--- src/rtl/wam_key_pkg.sv ---
// Shared definitions for the keypad debouncer: per-channel FSM state
// encoding, the idle level of a raw column line and a counter-width helper.
package wam_key_pkg;

  typedef enum logic [1:0] {
    RELEASED     = 2'b00,
    PRESS_WAIT   = 2'b01,
    PRESSED      = 2'b10,
    RELEASE_WAIT = 2'b11
  } key_state_e;

  // Raw column lines are active-low, so an untouched key reads high.
  localparam logic COLUMN_IDLE = 1'b1;

  // Bits needed to hold values 0..max_val (at least one bit).
  function automatic int cnt_width(input int max_val);
    return (max_val < 1) ? 1 : $clog2(max_val + 1);
  endfunction

endpackage

--- src/rtl/key_debounce_chan.sv ---
// One debounced key channel: 2-flop synchroniser on the raw active-low
// column line, a counter-qualified 4-state FSM producing a clean level and
// registered press/release pulses, and an optional auto-repeat timer.
// Build option: define KEY_REPEAT_EN to include the auto-repeat timer;
// without it key_repeat_o is tied low.
//
// state        | meaning
// RELEASED     | stable released, waiting for a pressed sample
// PRESS_WAIT   | counting consecutive pressed samples
// PRESSED      | stable pressed, waiting for a released sample
// RELEASE_WAIT | counting consecutive released samples (level still pressed)
module key_debounce_chan
  import wam_key_pkg::*;
#(
  parameter int STABLE_CYCLES = 4,
  parameter int REPEAT_DELAY  = 8,
  parameter int REPEAT_PERIOD = 3
) (
  input  logic clk_i,
  input  logic reset_i,
  input  logic column_i,
  output logic key_down_o,
  output logic key_pressed_o,
  output logic key_released_o,
  output logic key_repeat_o
);

  localparam int CW = cnt_width(STABLE_CYCLES);
  localparam logic [CW-1:0] CNT_LAST = CW'(STABLE_CYCLES - 1);

  logic       s1_q, s2_q;
  logic       pressed_raw;
  key_state_e state_q, state_d;
  logic [CW-1:0] cnt_q, cnt_d;
  logic       pressed_q, pressed_d;
  logic       released_q, released_d;

  // Two-flop synchroniser; both stages come out of reset at the idle level.
  always_ff @(posedge clk_i) begin
    if (reset_i) begin
      s1_q <= COLUMN_IDLE;
      s2_q <= COLUMN_IDLE;
    end else begin
      s1_q <= column_i;
      s2_q <= s1_q;
    end
  end

  assign pressed_raw = ~s2_q;

  // State, qualification counter and edge pulses.
  always_ff @(posedge clk_i) begin
    if (reset_i) begin
      state_q    <= RELEASED;
      cnt_q      <= '0;
      pressed_q  <= 1'b0;
      released_q <= 1'b0;
    end else begin
      state_q    <= state_d;
      cnt_q      <= cnt_d;
      pressed_q  <= pressed_d;
      released_q <= released_d;
    end
  end

  // Next state: a level is accepted after STABLE_CYCLES consecutive samples.
  always_comb begin
    state_d    = state_q;
    cnt_d      = cnt_q;
    pressed_d  = 1'b0;
    released_d = 1'b0;
    case (state_q)
      RELEASED: begin
        if (pressed_raw) begin
          if (STABLE_CYCLES == 1) begin
            state_d   = PRESSED;
            pressed_d = 1'b1;
          end else begin
            state_d = PRESS_WAIT;
            cnt_d   = CW'(1);
          end
        end
      end
      PRESS_WAIT: begin
        if (!pressed_raw) begin
          state_d = RELEASED;
          cnt_d   = '0;
        end else if (cnt_q == CNT_LAST) begin
          state_d   = PRESSED;
          cnt_d     = '0;
          pressed_d = 1'b1;
        end else begin
          cnt_d = cnt_q + CW'(1);
        end
      end
      PRESSED: begin
        if (!pressed_raw) begin
          if (STABLE_CYCLES == 1) begin
            state_d    = RELEASED;
            released_d = 1'b1;
          end else begin
            state_d = RELEASE_WAIT;
            cnt_d   = CW'(1);
          end
        end
      end
      RELEASE_WAIT: begin
        if (pressed_raw) begin
          state_d = PRESSED;
          cnt_d   = '0;
        end else if (cnt_q == CNT_LAST) begin
          state_d    = RELEASED;
          cnt_d      = '0;
          released_d = 1'b1;
        end else begin
          cnt_d = cnt_q + CW'(1);
        end
      end
      default: begin
        state_d = RELEASED;
        cnt_d   = '0;
      end
    endcase
  end

  // Outputs: the debounced level stays high while a release is being qualified.
  always_comb begin
    key_down_o     = (state_q == PRESSED) || (state_q == RELEASE_WAIT);
    key_pressed_o  = pressed_q;
    key_released_o = released_q;
  end

`ifdef KEY_REPEAT_EN
  localparam int REP_MAX = (REPEAT_DELAY > REPEAT_PERIOD) ? REPEAT_DELAY : REPEAT_PERIOD;
  localparam int RW      = cnt_width(REP_MAX);

  logic [RW-1:0] rep_cnt_q, rep_cnt_d;
  logic          repeat_q, repeat_d;
  logic          down_next;

  // Repeat timer register; reset and release both silence it at once.
  always_ff @(posedge clk_i) begin
    if (reset_i) begin
      rep_cnt_q <= '0;
      repeat_q  <= 1'b0;
    end else begin
      rep_cnt_q <= rep_cnt_d;
      repeat_q  <= repeat_d;
    end
  end

  // Down-counter loaded on the press edge, reloaded with the period at each pulse.
  always_comb begin
    rep_cnt_d = rep_cnt_q;
    repeat_d  = 1'b0;
    down_next = (state_d == PRESSED) || (state_d == RELEASE_WAIT);
    if (pressed_d) begin
      rep_cnt_d = RW'(REPEAT_DELAY - 1);
    end else if (key_down_o && down_next) begin
      if (rep_cnt_q == '0) begin
        repeat_d  = 1'b1;
        rep_cnt_d = RW'(REPEAT_PERIOD - 1);
      end else begin
        rep_cnt_d = rep_cnt_q - RW'(1);
      end
    end else if (!down_next) begin
      rep_cnt_d = '0;
    end
  end

  assign key_repeat_o = repeat_q;
`else
  // The repeat settings stay referenced so both builds share one parameter set.
  localparam bit REPEAT_CFG_OK = (REPEAT_DELAY >= 1) && (REPEAT_PERIOD >= 1);
  assign key_repeat_o = REPEAT_CFG_OK & 1'b0;
`endif

endmodule

--- src/rtl/key_debouncer_multi.sv ---
// N-channel keypad debouncer: one key_debounce_chan per raw column line plus
// an any-key-down summary. Build option: define KEY_REPEAT_EN to enable
// per-channel auto-repeat pulses on key_repeat.
module key_debouncer_multi
  import wam_key_pkg::*;
#(
  parameter int NUM_KEYS      = 3,
  parameter int STABLE_CYCLES = 4,
  parameter int REPEAT_DELAY  = 8,
  parameter int REPEAT_PERIOD = 3
) (
  input  logic                clk,
  input  logic                reset,
  input  logic [NUM_KEYS-1:0] column,
  output logic [NUM_KEYS-1:0] key_down,
  output logic [NUM_KEYS-1:0] key_pressed,
  output logic [NUM_KEYS-1:0] key_released,
  output logic [NUM_KEYS-1:0] key_repeat,
  output logic                any_down
);

  for (genvar k = 0; k < NUM_KEYS; k++) begin : g_chan
    key_debounce_chan #(
      .STABLE_CYCLES(STABLE_CYCLES),
      .REPEAT_DELAY (REPEAT_DELAY),
      .REPEAT_PERIOD(REPEAT_PERIOD)
    ) u_chan (
      .clk_i         (clk),
      .reset_i       (reset),
      .column_i      (column[k]),
      .key_down_o    (key_down[k]),
      .key_pressed_o (key_pressed[k]),
      .key_released_o(key_released[k]),
      .key_repeat_o  (key_repeat[k])
    );
  end

  // Any debounced key held.
  always_comb begin
    any_down = |key_down;
  end

endmodule

--- config.mk ---
export PLATFORM = sky130hd
export DESIGN_NAME = key_debouncer_multi
export DESIGN_NICKNAME = d
export VERILOG_FILES = /design/src/rtl/wam_key_pkg.sv /design/src/rtl/key_debounce_chan.sv /design/src/rtl/key_debouncer_multi.sv
export SDC_FILE = /design/constraint.sdc
export NUM_CORES = 1
export LEC_CHECK = 0
export CAP_MARGIN = 20
export CORE_MARGIN = 2
export CORE_UTILIZATION = 45
export DETAILED_ROUTE_END_ITERATION = 7
export GPL_ROUTABILITY_DRIVEN = 0
export GPL_TIMING_DRIVEN = 0
export PLACE_DENSITY = 0.69
export SYNTH_ARGS = -nofsm -noshare
export SYNTH_HDL_FRONTEND = slang
export SYNTH_SLANG_ARGS = --single-unit
--- constraint.sdc ---
create_clock -name clk -period 1.47 [get_ports clk]
set_input_delay 0.3675 -clock clk [delete_from_list [all_inputs] [get_ports clk]]
set_output_delay 0.3675 -clock clk [all_outputs]
set_load 0.05 [all_outputs]
# Yosys cells after proc, flatten, opt, wreduce, memory -nomap -nowiden
# Index checks and enable logic that the tools add are counted.
op_classes:
  bitwise_logic: 9
  eq_ne: 24
  muxes: 42
  reduce_logical: 19
  add_sub_neg: 3
ops:
  columns: ["op", "count"]
  rows:
  - ["$mux W3", 15]
  - ["$mux W2", 18]
  - ["$pmux W3 S4", 3]
  - ["$pmux W2 S4", 3]
  - ["$reduce_or A3 Y1", 7]
  - ["$eq A2 B2 Y1 const B", 6]
  - ["$reduce_and A4 Y1", 3]
  - ["$add A3 B1 Y3 const B", 3]
  - ["$eq A3 B2 Y1 const B", 3]
  - ["$ne A3 B1 Y1 const B", 3]
  - ["$ne A3 B3 Y1 const B", 3]
  - ["$not A1 Y1", 9]
  - ["$eq A2 B1 Y1 const B", 3]
  - ["$logic_not A2 Y1", 3]
  - ["$ne A2 B1 Y1 const B", 3]
  - ["$ne A2 B2 Y1 const B", 3]
  - ["$reduce_and A2 Y1", 3]
  - ["$logic_or A1 B1 Y1", 3]
  - ["$mux W1", 3]
word_totals:
  regBits: 27
  output_inout_bits: 13
  word_cells: 115
  in_bits: 5

# Depth between registers and ports, before layout
# Gate-level depths: netlist of run 1.
depth:
  ltp_word: 4
  depth_mapped: 4
  mapped_depth_nobuf: 4

# By module
# From an unflattened synthesis of run 1, not the netlist that was laid out.
hier_totals:
  cells_unflattened: 109
  hier_area_um2: 1109.8
by_module_without_submodules:
  columns: ["mod", "seq_area_each_um2", "area_per_inst_um2", "cells_per_inst", "instances"]
  rows:
  - ["key_debounce_chan", 180.2, 367.9, 36, 3]
  - ["key_debouncer_multi", 0.0, 6.3, 1, 1]

# Worst setup path before layout of run 1
# Ideal clock, no wire load.
synth_path:
  path_kind: "register to output"
  from: "register (tool-made name)"
  to: "output any_down"
  setup_slack_ns: 0.095
  t_arrival_ns: 1.007
  stages_incl_launch_ff: 3
  n_path_buf: 1
  required_ns: 1.102
  cell_sequence: "dfxtp_1 -> buf_2 -> or3_1"
synth_lines:
  columns: ["item", "line", "text"]
  rows:
  - ["to (decl)", "key_debouncer_multi.sv:19", "output logic any_down"]

==> results.txt, run 1 <==
* Run status: finished, violations left
* Failing checks: setup timing
- Cell area after technology mapping: 1170 um^2
- For this configuration, the core starts out at a cell density of a little under half.
* Static Leakage: just under 0.6 nW
* Maximum number of pins on one net before global-route repair: 15
- After the first detailed-routing iteration, the DRC count stood at 10.
* CTS tree: done
- For this run, the detailed router's first-pass iteration total came to 2.
- The synthesized netlist contains 25 unique library cells.
- Die area: 3010 um^2
- The worst hold path terminates at g_chan[0].u_chan.key_pressed_o.
- The final critical path takes up 109% of the cycle.
* Type of origin of the critical path: register
- Filler instances: 240
* R2R cell count: 5
- Setup TNS after final layout: -0.180 ns
- Wire length of the first global-routing pass: just over 3 mm
- Tightest Hold Check Type: primary input to register
- Kind of end point of the critical path: primary output
- P per Cell Area: between 800 and 900 nW/um^2
- The number of hold buffers added after CTS was 0.
- The clock reaches the later pin of the worst-skew pair after 0.31 ns.
- Of the total power, registers draw 65.9%.
* Clk network pwr share: 27.0%
- In the routed design, unresolved DRC markers number 0.
- Transition time of the tightest slew-check pin: 0.583 ns
- Remaining Overflow, GRT: 0
- In this run the number of H-tree levels came out at 1.
- Worst-path clk slew: between 0.1 and 0.15 ns
- For the final database, setup skew stands at 0.00204 ns.
- Nets: about 150
- The floorplan has 18 rows.
- For this run, the slowest stage of the critical path takes 0.39 ns.
* Most used cells in the layout excluding fill and tap cells: 24 x sky130_fd_sc_hd__dfxtp_1, 16 x sky130_fd_sc_hd__buf_4, 9 x sky130_fd_sc_hd__nor3_1
* Critical Path Fanout Max: 3
- Required time of the worst setup path: 1.10 ns
- Cell internal power was estimated by the tool at 0.884 mW.
- Vert. Die Dim: 54.9 um
- Final setup slack of the worst path: -0.126 ns
* Routed via count: 824
- The worst hold path passes through 2 cells.
- After routing the design area is 1410 um^2.
- The analysis attributes to net switching a power of roughly 0.26 mW.
* Number of clock sinks: 27
- Final core utilization: 57.0%
* Number of instances in the synthesized netlist: about 120
- Most common cell after layout, fill and taps aside: sky130_fd_sc_hd__dfxtp_1
* Global-route met1 utilization: between 10% and 20%
* Unrepaired setup endpoints after global routing: true
* Beginning of the worst hold path: reset
* Critical R2R Capture: g_chan[2].u_chan.cnt_q[2]
- In this run the remaining antenna-violating nets after routing total 0.
- Synthesis Warnings: 0
- Combinational logic burns under 10% of the power.
- Leaving out filler cells and counting taps, the final layout contains 170.
- Shortest clock period the worst path allows after layout: 1.60 ns
- Number of buffers inserted by port buffering: 13
- Static timing analysis puts the maximum clock frequency at 626 MHz.
* HPWL reported at the end of detailed placement: 1.38 mm
- The tool flagged a number of max-cap violations equal to 0.
* Register bit count reported by yosys: 27
* Core area: 2480 um^2
* Met2 global-route usage: between 20% and 30%
* Final hold vios: 0
- In this run the deepest clock path goes through 2 buffers.
* Root buffer selected by CTS: sky130_fd_sc_hd__clkbuf_4
- After detailed routing, the total wire length is ~1.9 mm.
- Clock buffer count from CTS: 3
- STA puts the critical path data arrival time at 1.23 ns.
* I/O pin count: 18
* Final max-slew violation count: 0
* GRT Util Overall: 14.4%
- Cell-by-cell listing of the critical path: or3_4, buf_8
* Internal reg-to-reg setup slack: 0.07 ns
* Worst slew margin relative to its limit: between 60% and 70%
* Via density per instance: 4.85
- Number of global-route vias before repair: approximately 740
* Register area share after synthesis: 46.4%
* Die X: 54.9 um
- The repair_antennas step left the layout with diodes totalling 0.
- In the global route stage, met3 resource usage came out at under 10%.
- Proportion of layout cells with a drive suffix above 1: around 34%
- The worst setup path is of the register to primary output kind.
* Slowest library cell on the worst path: sky130_fd_sc_hd__or3_4
- met2 is the most crowded layer.
* Number of placed instances, taps included: 164
- In this run the mean area of a mapped cell was 9.80 um^2.
* Post-DR wirelength/cell: 11.3 um
- Fraction of power spent switching nets: 22.9%
- After detailed placement, the total cell area comes to 1340 um^2.
- Antenna violations before repair: 0
- Setup violations remaining at the end of the flow were counted as 2.
- Worst setup slack after placement: -0.407 ns
- Layout overhead on the synthesized area: 21.0%
* IR drop worst, VDD: 0.000576 V
==> power groups by stage <==
stage,clock (mW),combinational (mW),sequential (mW)
3_3_place_gp,0,0.0782,0.775
2_1_floorplan,0,0.0642,0.773
3_5_place_dp,0,0.0806,0.776
5_1_grt,0.351,0.0903,0.757
6_report,0.309,0.0821,0.755
4_1_cts,0.327,0.0808,0.754
==> metrics by stage <==
| stage | total power, mW | hold slack, ns |
|---|---|---|
| 3_5_place_dp | 0.856 | 0.394 |
| 2_1_floorplan | 0.837 | 0.389 |
| 4_1_cts | 1.16 | 0.392 |
| 3_3_place_gp | 0.853 | 0.394 |
| 5_1_grt | 1.20 | 0.413 |
| 6_report | 1.15 | 0.404 |
==> routing by layer <==
layer,wire length (um),vias up
met5,0,-
met3,60,2
met1,904,385
met2,937,10
li1,-,427
met4,15,0
==> logic make-up after synthesis <==
kind of cell | share of synthesized area [%]
simple gates | 25.6
flops | 46.4
buf+inv | 10.9
compound gates | 5.15
xor+xnor | 4.51
fa+ha+maj | 3.22
mux | 3.86
other cells | 0.322
==> worst max-delay path by stage <==
| stage | from | slack (ns) | cells after the start | to |
|---|---|---|---|---|
| 2_1_floorplan | register | 0.1 | 2 | any_down |
| 3_5_place_dp | register | -0.41 | 3 | any_down |
| 3_3_place_gp | register | -0.41 | 3 | any_down |
| 6_report | register | -0.13 | 2 | any_down |
| 5_1_grt | register | -0.17 | 2 | any_down |
| 4_1_cts | register | -0.15 | 2 | any_down |
==> final cells by class <==
cell class,instances,area [um^2],area share (%)
Multi-Input combinational cell,73,529,37.5
Buffer,17,105,7.45
Timing Repair Buffer,19,161,11.4
Clock buffer,4,26.3,1.86
Tap cell,30,37.5,2.66
Sequential cell,27,552,39.1
==> synth_stat cells <==
| library cell | number | area, um^2 |
|---|---|---|
| sky130_fd_sc_hd__xor2_1 | 3 | 26.3 |
| sky130_fd_sc_hd__xnor2_1 | 3 | 26.3 |
| sky130_fd_sc_hd__nand2_1 | 6 | 22.5 |
| sky130_fd_sc_hd__and3b_1 | 3 | 26.3 |
| sky130_fd_sc_hd__clkbuf_1 | 6 | 22.5 |
| sky130_fd_sc_hd__nor2b_1 | 3 | 18.8 |
| sky130_fd_sc_hd__nand4b_1 | 2 | 17.5 |
| sky130_fd_sc_hd__nor3b_2 | 3 | 37.5 |
| sky130_fd_sc_hd__buf_4 | 12 | 90.1 |
| sky130_fd_sc_hd__buf_2 | 3 | 15.0 |
| sky130_fd_sc_hd__mux2_4 | 3 | 45.0 |
| sky130_fd_sc_hd__nand2b_1 | 3 | 18.8 |
| sky130_fd_sc_hd__nor4_1 | 3 | 18.8 |
| sky130_fd_sc_hd__nor3_1 | 9 | 45.0 |
| sky130_fd_sc_hd__a21oi_1 | 3 | 15.0 |
| sky130_fd_sc_hd__ha_1 | 3 | 37.5 |
| sky130_fd_sc_hd__or2_2 | 6 | 37.5 |
| sky130_fd_sc_hd__nor2_1 | 6 | 22.5 |
| sky130_fd_sc_hd__dfxtp_1 | 27 | 541 |
| sky130_fd_sc_hd__a211oi_1 | 3 | 22.5 |
| sky130_fd_sc_hd__conb_1 | 1 | 3.75 |
| sky130_fd_sc_hd__o21a_1 | 3 | 22.5 |
| sky130_fd_sc_hd__nand3_1 | 1 | 5.00 |
| sky130_fd_sc_hd__or3_1 | 1 | 6.26 |
| sky130_fd_sc_hd__nand3b_1 | 3 | 22.5 |
==> worst max-delay path, delay by kind of cell (launching register included) <==
| kind | cells | cell delay (ns) |
|---|---|---|
| and+or+nand+nor | 1 | 0.39 |
| DFF | 1 | 0.37 |
| buffers and inverters | 1 | 0.16 |
==> what timing repair did <==
| action | 4_1_cts | 5_1_grt |
|---|---|---|
| endpoints found under the hold margin | 0 | 0 |
| pin swaps | 0 | 1 |
| gates resized for setup | 60 | 10 |
| setup endpoints to repair | 10 | 6 |
| buffers inserted | 4 | 2 |
(Power assumes the default switching activity.)
==> run 2, diff against run 1 <==
--- a/config.mk
+++ b/config.mk
@@ -11,7 +11,7 @@
 export DETAILED_ROUTE_END_ITERATION = 7
 export GPL_ROUTABILITY_DRIVEN = 0
 export GPL_TIMING_DRIVEN = 0
-export PLACE_DENSITY = 0.69
+export PLACE_DENSITY = 0.71
 export SYNTH_ARGS = -nofsm -noshare
 export SYNTH_HDL_FRONTEND = slang
 export SYNTH_SLANG_ARGS = --single-unit
==> constraint.sdc (replaced) <==
create_clock -name clk -period 1.35 [get_ports clk]
set_input_delay 0.3375 -clock clk [delete_from_list [all_inputs] [get_ports clk]]
set_output_delay 0.3375 -clock clk [all_outputs]
set_load 0.05 [all_outputs]
==> run 2 against run 1 <==
The run still ends with setup timing left. Sequential cell count unchanged. Sequential power increased by 9.1%. Final area increased by 5.1%.
==> results.txt, run 2 (synthesis gave the netlist of run 1 again) <==
- Run status: finished, violations left (unchanged).
- Failing checks: setup timing (unchanged)
* Worst slew margin relative to its limit: 59.5% (was 61.1%)
- The net count reported at finish is 147 (was 149).
* WP buf/inv: 1 (unchanged)
- The count of filler cells inserted in the layout is 224 (was 240).
- Clk network pwr share: 27.0% (about the same)
* Design internal power: 0.967 mW (was 0.884 mW)
- Die X: 54.9 um (unchanged)
- Unrepaired setup endpoints after global routing: true (unchanged).
* Initial Utilization: 47.1% (unchanged)
- Shortest clock period the worst path allows after layout: about 1.6 ns
- The minimum setup slack in the final design is -0.208 ns (was -0.126 ns).
- The path type of the worst setup path is register to primary output (unchanged).
- The met2 routing resource usage after global routing was 23.2% (was 24.2%).
* Final core utilization: 59.8% (was 57.0%)
- Cell-by-cell listing of the critical path: or3_4, buf_8 (unchanged)
* Transition time of the tightest slew-check pin: 0.607 ns (was 0.583 ns)
- The ratio of total power to cell area was 847 nW/um^2 (was 812 nW/um^2).
- Beginning of the worst hold path: reset (unchanged)
* Number of clock sinks: 27 (unchanged)
- Part of the cycle the worst path needs: 115%
- Number of DRC violations after detailed-routing iteration 0: 4 (was 10)
- Highest Clock Rate: between 600 and 700 MHz
- Remaining antenna violation count after routing: 0 (unchanged)
* CTS tree: done (unchanged)
- The port buffer count was 13 (unchanged).
* Routed via count: 821 (was 824)
* Finish-stage setup viols: 4 (was 2)
- DRC errors left: 0 (unchanged)
- Hold bufs inserted after CTS: 0 (unchanged)
- The TritonCTS buffer count was 3 (unchanged).
- Final hold vios: 0 (unchanged)
- The total power draw came to 1.26 mW (was 1.15 mW).
* Dominant delay contributor by cell family on the critical path: simple AND/OR/NAND/NOR gates (unchanged)
- Static Leakage: 0.616 nW (was 0.594 nW)
* Total number of H-tree levels: 1 (unchanged)
- The data arrival time of the worst path is 1.22 ns (was 1.23 ns).
- The first-pass detailed-route iteration total was 4 (was 2).
- Most used cells in the layout excluding fill and tap cells: 24 x sky130_fd_sc_hd__dfxtp_1, 11 x sky130_fd_sc_hd__buf_4, 9 x sky130_fd_sc_hd__nor3_1 (was 24 x sky130_fd_sc_hd__dfxtp_1, 16 x sky130_fd_sc_hd__buf_4, 9 x sky130_fd_sc_hd__nor3_1)
- Most common cell after layout, fill and taps aside: sky130_fd_sc_hd__dfxtp_1 (unchanged)
* Kind of end point of the critical path: primary output (unchanged)
- Post-DR wirelength/cell: 11.2 um (was 11.3 um)
- Worst hold path cell count: 2 (unchanged)
- Die area: 3010 um^2 (unchanged)
- Type of origin of the critical path: register (unchanged)
* HPWL reported at the end of detailed placement: 1.28 mm (was 1.38 mm)
* Post-Route Skew: 0.00987 ns (was 0.00204 ns)
- Fraction of power spent switching nets: 23.1% (was 22.9%)
* Required time of the worst setup path: 1.01 ns (was 1.10 ns)
- The peak ir drop on the vdd network was 0.000582 V (was 0.000576 V).
- The cell depth of the worst flop-to-flop path is 5 (unchanged).
- Number of global-route vias before repair: 750 (was 737)
* Standard-cell row count: 18 (unchanged)
* Largest buffer count on any clock path: 2 (unchanged)
* Layout overhead on the synthesized area: 27.1% (was 21.0%)
- Vert. Die Dim: 54.9 um (unchanged)
* Total detailed-routing wirelength: 1.88 mm (was 1.92 mm)
- The antenna diode count was 0 (unchanged).
* Maximum number of pins on one net before global-route repair: 15 (unchanged)
- The combinational fraction of design power was 7.4% (was 7.2%).
- Critical R2R Capture: g_chan[0].u_chan.cnt_q[2] (was g_chan[2].u_chan.cnt_q[2])
- The total count of max-transition violations in the final report is 0 (unchanged).
- The final hold slack came to 0.395 ns (was 0.404 ns).
* Via density per instance: 4.89 (was 4.85)
- The fraction of final layout cells sized beyond drive strength 1 was 36.2% (was 33.6%).
* Reported max-cap violation count: 0 (unchanged)
* Global Route met3 Usage: 2.42% (unchanged)
- The number of antenna violations at the first check in global routing was 0 (unchanged).
- Internal reg-to-reg setup slack: 0.04 ns (was 0.07 ns)
- The global-route wire length before repair came to 2.94 mm (was 3.04 mm).
* Slowest library cell on the worst path: sky130_fd_sc_hd__or3_4 (unchanged)
- The insertion delay to the later sink of the worst-skew pair is 0.32 ns (was 0.31 ns).
- Endpoint with the worst hold slack: g_chan[0].u_chan.key_pressed_o (unchanged)
- Root buffer selected by CTS: sky130_fd_sc_hd__clkbuf_4 (unchanged)
* GRT Util Overall: 13.7% (was 14.4%)
* Most used routing layer in global routing: met2 (unchanged)
- Net Switching: 0.290 mW (was 0.262 mW)
* Critical Path Fanout Max: 2 (was 3)
- The count of pins on the block boundary was 18 (unchanged).
- The largest incremental delay on the critical path was 0.39 ns (about the same).
- Global-route met1 utilization: 15.8% (was 17.7%)
- The clock-pin slew on the worst setup and hold paths came to 0.14 ns (was 0.13 ns).
- Proportion of power drawn by flip-flops and latches: 65.6% (was 65.9%)
- Tightest Hold Check Type: primary input to register (unchanged)
* Core area: 2480 um^2 (unchanged)
* Setup TNS after final layout: -0.322 ns (was -0.180 ns)
- The total congestion overflow was 0 (unchanged).
run 2: cell count changes in the layout (fill, tap and decap cells not counted), moves of 2 or more:
cell	previous run	this run
sky130_fd_sc_hd__clkbuf_1	7	4
sky130_fd_sc_hd__xnor2_1	2	0
sky130_fd_sc_hd__clkbuf_4	3	6
sky130_fd_sc_hd__xnor2_4	1	3
sky130_fd_sc_hd__buf_4	16	11
sky130_fd_sc_hd__buf_6	3	7
sky130_fd_sc_hd__buf_2	6	2
sky130_fd_sc_hd__buf_8	2	4
run 2: what timing repair did:
item / in CTS / in global routing
endpoints found under the setup margin: 10 / 8
setup buffers: 6 / 1
pin swaps: 2 / 4
gates resized for setup: 76 / 12
gates cloned: 0 / 0
run 2: worst max-delay path by stage:
stage               end  cells after the start
6_report       any_down                      2
5_1_grt        any_down                      2
4_1_cts        any_down                      2
3_5_place_dp   any_down                      3
3_3_place_gp   any_down                      3
2_1_floorplan  any_down                      2
run 2: worst register-to-register path, stage by stage (launching register included):
cell and delay (ns):
sky130_fd_sc_hd__dfxtp_4 0.37, sky130_fd_sc_hd__buf_6 0.11, sky130_fd_sc_hd__buf_6 0.13, sky130_fd_sc_hd__xnor2_4 0.19, sky130_fd_sc_hd__mux2_4 0.32, sky130_fd_sc_hd__nor3b_2 0.14
run 2: per-stage QoR:
| stage | worst slack [ns] | area (um^2) | cells |
|---|---|---|---|
| CTS | -0.227 | 1440 | 168 |
| detailed placement | -0.505 | 1340 | 164 |
| finish | -0.208 | 1480 | 168 |
| global placement | -0.496 | 1340 | 164 |
| global route | -0.233 | 1480 | 168 |
| floorplan | 0.00515 | 1170 | 121 |
run 2: power by group through the flow:
stage | logic [mW] | registers [mW] | clock network [mW]
5_1_grt | 0.102 | 0.827 | 0.373
6_report | 0.0930 | 0.824 | 0.339
2_1_floorplan | 0.0699 | 0.841 | 0
3_5_place_dp | 0.0868 | 0.844 | 0
3_3_place_gp | 0.0849 | 0.844 | 0
4_1_cts | 0.0916 | 0.823 | 0.355
run 2: layer usage:
layer,routed length [um],vias up
met2,909,15
met1,866,379
met4,45,0
met3,61,5
li1,-,422
met5,0,-
run 2: area by class of cell:
cell class,count,area (um^2),area share (%)
multi-input combinational,73,567,38.2
sequential,27,552,37.2
timing repair buffer,20,205,13.8
buffer,14,95.1,6.41
tap,30,37.5,2.53
clock buffer,4,26.3,1.77
==> run 3, diff against run 2 <==
--- a/config.mk
+++ b/config.mk
@@ -7,11 +7,11 @@
 export LEC_CHECK = 0
 export CAP_MARGIN = 20
 export CORE_MARGIN = 2
-export CORE_UTILIZATION = 45
+export CORE_UTILIZATION = 46
 export DETAILED_ROUTE_END_ITERATION = 7
 export GPL_ROUTABILITY_DRIVEN = 0
 export GPL_TIMING_DRIVEN = 0
-export PLACE_DENSITY = 0.71
+export PLACE_DENSITY = 0.73
 export SYNTH_ARGS = -nofsm -noshare
 export SYNTH_HDL_FRONTEND = slang
 export SYNTH_SLANG_ARGS = --single-unit
==> run 3 against run 2 <==
The run still ends with setup timing left. Clock-buffer cell count is 1 lower. Setup slack worse by 0.016 ns. Final cell count up 2.4%. Via count increased by 2.6%. Total power increased by 0.60%. Fmax decreased by 1.0%. Die area shrank 2.0%. Core utilization rose by 2.5 points. Final area up 2.4%. Global-route usage is 2.7 points higher. Sequential cell count stayed put. Register-to-register slack worse by 0.13 ns. Critical path type unchanged.
==> results.txt, run 3 (synthesis gave the netlist of run 1 again) <==
- Run status: finished, violations left (unchanged)
* Failing checks: setup timing (unchanged)
- The number of violations of the max-capacitance limit was 0 (unchanged).
* Number of clock sinks: 27 (unchanged)
- Hold bufs inserted after CTS: 0 (unchanged)
- CTS tree: done (unchanged)
* Via density per instance: 4.90 (was 4.89)
* Static Leakage: 0.638 nW (was 0.616 nW)
* Maximum number of pins on one net before global-route repair: 16 (was 15)
* Filler instances: 204 (was 224)
- Transition time of the tightest slew-check pin: 0.597 ns (was 0.607 ns)
* Kind of end point of the critical path: primary output (unchanged)
- The detailed-route wire length per cell is 12.6 um (was 11.2 um).
- The number of antenna violations at the first check in global routing came to 0 (unchanged).
- Proportion of layout cells with a drive suffix above 1: 40.1% (was 36.2%)
- Finish-stage setup viols: 4 (unchanged)
- The chip height came to 54.4 um (was 54.9 um).
- The first-pass detailed-route iteration total was 4 (unchanged).
* Total number of H-tree levels: 1 (unchanged)
- Worst-path clk slew: 0.14 ns (about the same)
- The post-place setup slack came to -0.497 ns (was -0.505 ns).
* Insertion delay of the later-clocked pin in the worst-skew pair: 0.32 ns (about the same)
- The end-of-flow core utilization is 62.4% (was 59.8%).
* Layout overhead on the synthesized area: 30.2% (was 27.1%)
- Unrepaired setup endpoints after global routing: true (unchanged).
* Post-Route Skew: 0.00290 ns (was 0.00987 ns)
- I/O pin count: 18 (unchanged)
- Critical Path Fanout Max: 2 (unchanged)
- Crit path DAT: 1.24 ns (was 1.22 ns)
- The net count reported at finish was 151 (was 147).
- The core region area is 2430 um^2 (was 2480 um^2).
- Highest Clock Rate: 635 MHz (was 642 MHz)
- Final hold vios: 0 (unchanged)
- HPWL reported at the end of detailed placement: 1.44 mm (was 1.28 mm)
- The worst hold path class is primary input to register (unchanged).
- The path type of the worst setup path was register to primary output (unchanged).
- Required time of the worst setup path: 1.01 ns (about the same)
- Most used cells in the layout excluding fill and tap cells: 24 x sky130_fd_sc_hd__dfxtp_1, 19 x sky130_fd_sc_hd__buf_4, 9 x sky130_fd_sc_hd__nor3_1 (was 24 x sky130_fd_sc_hd__dfxtp_1, 11 x sky130_fd_sc_hd__buf_4, 9 x sky130_fd_sc_hd__nor3_1).
* Die X: 54.4 um (was 54.9 um)
- Number of DRC violations after detailed-routing iteration 0: 3 (was 4)
* Routed via count: 842 (was 821)
- Remaining Overflow, GRT: 0 (unchanged)
- The number of standard-cell rows in the floorplan was 18 (unchanged).
* Root buffer selected by CTS: sky130_fd_sc_hd__clkbuf_4 (unchanged)
- Shortest clock period the worst path allows after layout: 1.57 ns (was 1.56 ns)
- The TritonCTS buffer count was 3 (unchanged).
- The via count of the first global-routing pass came to 761 (was 750).
* Initial Utilization: 47.9% (was 47.1%)
- The startpoint class of the critical path was a register (unchanged).
* IR drop worst, VDD: 0.000597 V (was 0.000582 V)
* Die area: 2950 um^2 (was 3010 um^2)
- The worst-case clock buffer depth came to 2 (unchanged).
- Total detailed-routing wirelength: 2.16 mm (was 1.88 mm)
* Most common cell after layout, fill and taps aside: sky130_fd_sc_hd__dfxtp_1 (unchanged)
- Number of buffers inserted by port buffering: 13 (unchanged)
- Remaining antenna violation count after routing: 0 (unchanged)
- Part of the cycle the worst path needs: 117% (was 115%)
- The global-route usage over all layers was 16.4% (was 13.7%).
* Diodes inserted: 0 (unchanged)
- The normalized max-slew margin is 60.2% (was 59.5%).
- The global-route wire length before repair is 3.33 mm (was 2.94 mm).
- The ratio of total power to cell area came to 833 nW/um^2 (was 847 nW/um^2).
- The number of remaining DRC errors was 0 (unchanged).
* Final max-slew violation count: 0 (unchanged)
- The minimum setup slack in the final design is -0.224 ns (was -0.208 ns).
## run 3: cell count changes in the layout (fill, tap and decap cells not counted), sizes merged
cell    before  now
buf         24   28
clkbuf      11   10
clkinv       0    1
## run 3: area by class of cell
class / instances / area, um^2 / share of cell area, %
clock inverter: 1 / 5.00 / 0.330
tap: 30 / 37.5 / 2.47
multi-input combinational: 73 / 573 / 37.8
buffer: 14 / 95.1 / 6.27
clock buffer: 3 / 22.5 / 1.48
timing repair buffer: 24 / 233 / 15.3
sequential: 27 / 552 / 36.4
## run 3: final timing paths
path / startpoint / endpoint / slack [ns] / cells after the start
setup reg to reg: register / g_chan[1].u_chan.cnt_q[2] / -0.09 / 6
hold reg to reg: g_chan[0].u_chan.s1_q / g_chan[0].u_chan.s2_q / 0.43 / 1
setup / recovery: register / any_down / -0.22 / 2
hold / removal: reset / g_chan[0].u_chan.key_pressed_o / 0.39 / 2
## run 3: what timing repair did
| item | CTS | global route |
|---|---|---|
| endpoints found under the setup margin | 11 | 13 |
| buffers inserted | 8 | 3 |
| gates resized for setup | 77 | 15 |
| pin swaps | 1 | 3 |
## run 3: metal layers
layer | up-vias | track usage [%] | part of all wire [%]
li1 | 431 | - | -
met1 | 394 | 17.2 | 40
met2 | 15 | 30.9 | 55
met3 | 2 | 4.92 | 4.0
met4 | 0 | 5.00 | 0.46
met5 | - | 0 | 0
## run 3: power by group
part / total (mW) / leakage (nW) / internal [mW] / switching [mW]
sequential: 0.825 / 0.222 / 0.807 / 0.0181
combinational: 0.0981 / 0.398 / 0.0474 / 0.0507
clock: 0.341 / 0.0177 / 0.111 / 0.230
## run 3: worst max-delay path, stage by stage (launching register included)
cell,delay [ns]
sky130_fd_sc_hd__dfxtp_4,0.37
sky130_fd_sc_hd__or3_4,0.39
sky130_fd_sc_hd__buf_8,0.16
## run 3: metrics by stage
step	power (mW)	cells	hold WS (ns)	setup TNS, ns	instance area (um^2)
global placement	0.928	164	0.393	-2.63	1340
floorplan	0.911	121	0.389	0	1170
detailed placement	0.933	164	0.395	-2.93	1340
finish	1.26	172	0.390	-0.419	1520
global route	1.32	172	0.420	-0.623	1520
CTS	1.27	169	0.382	-0.291	1450
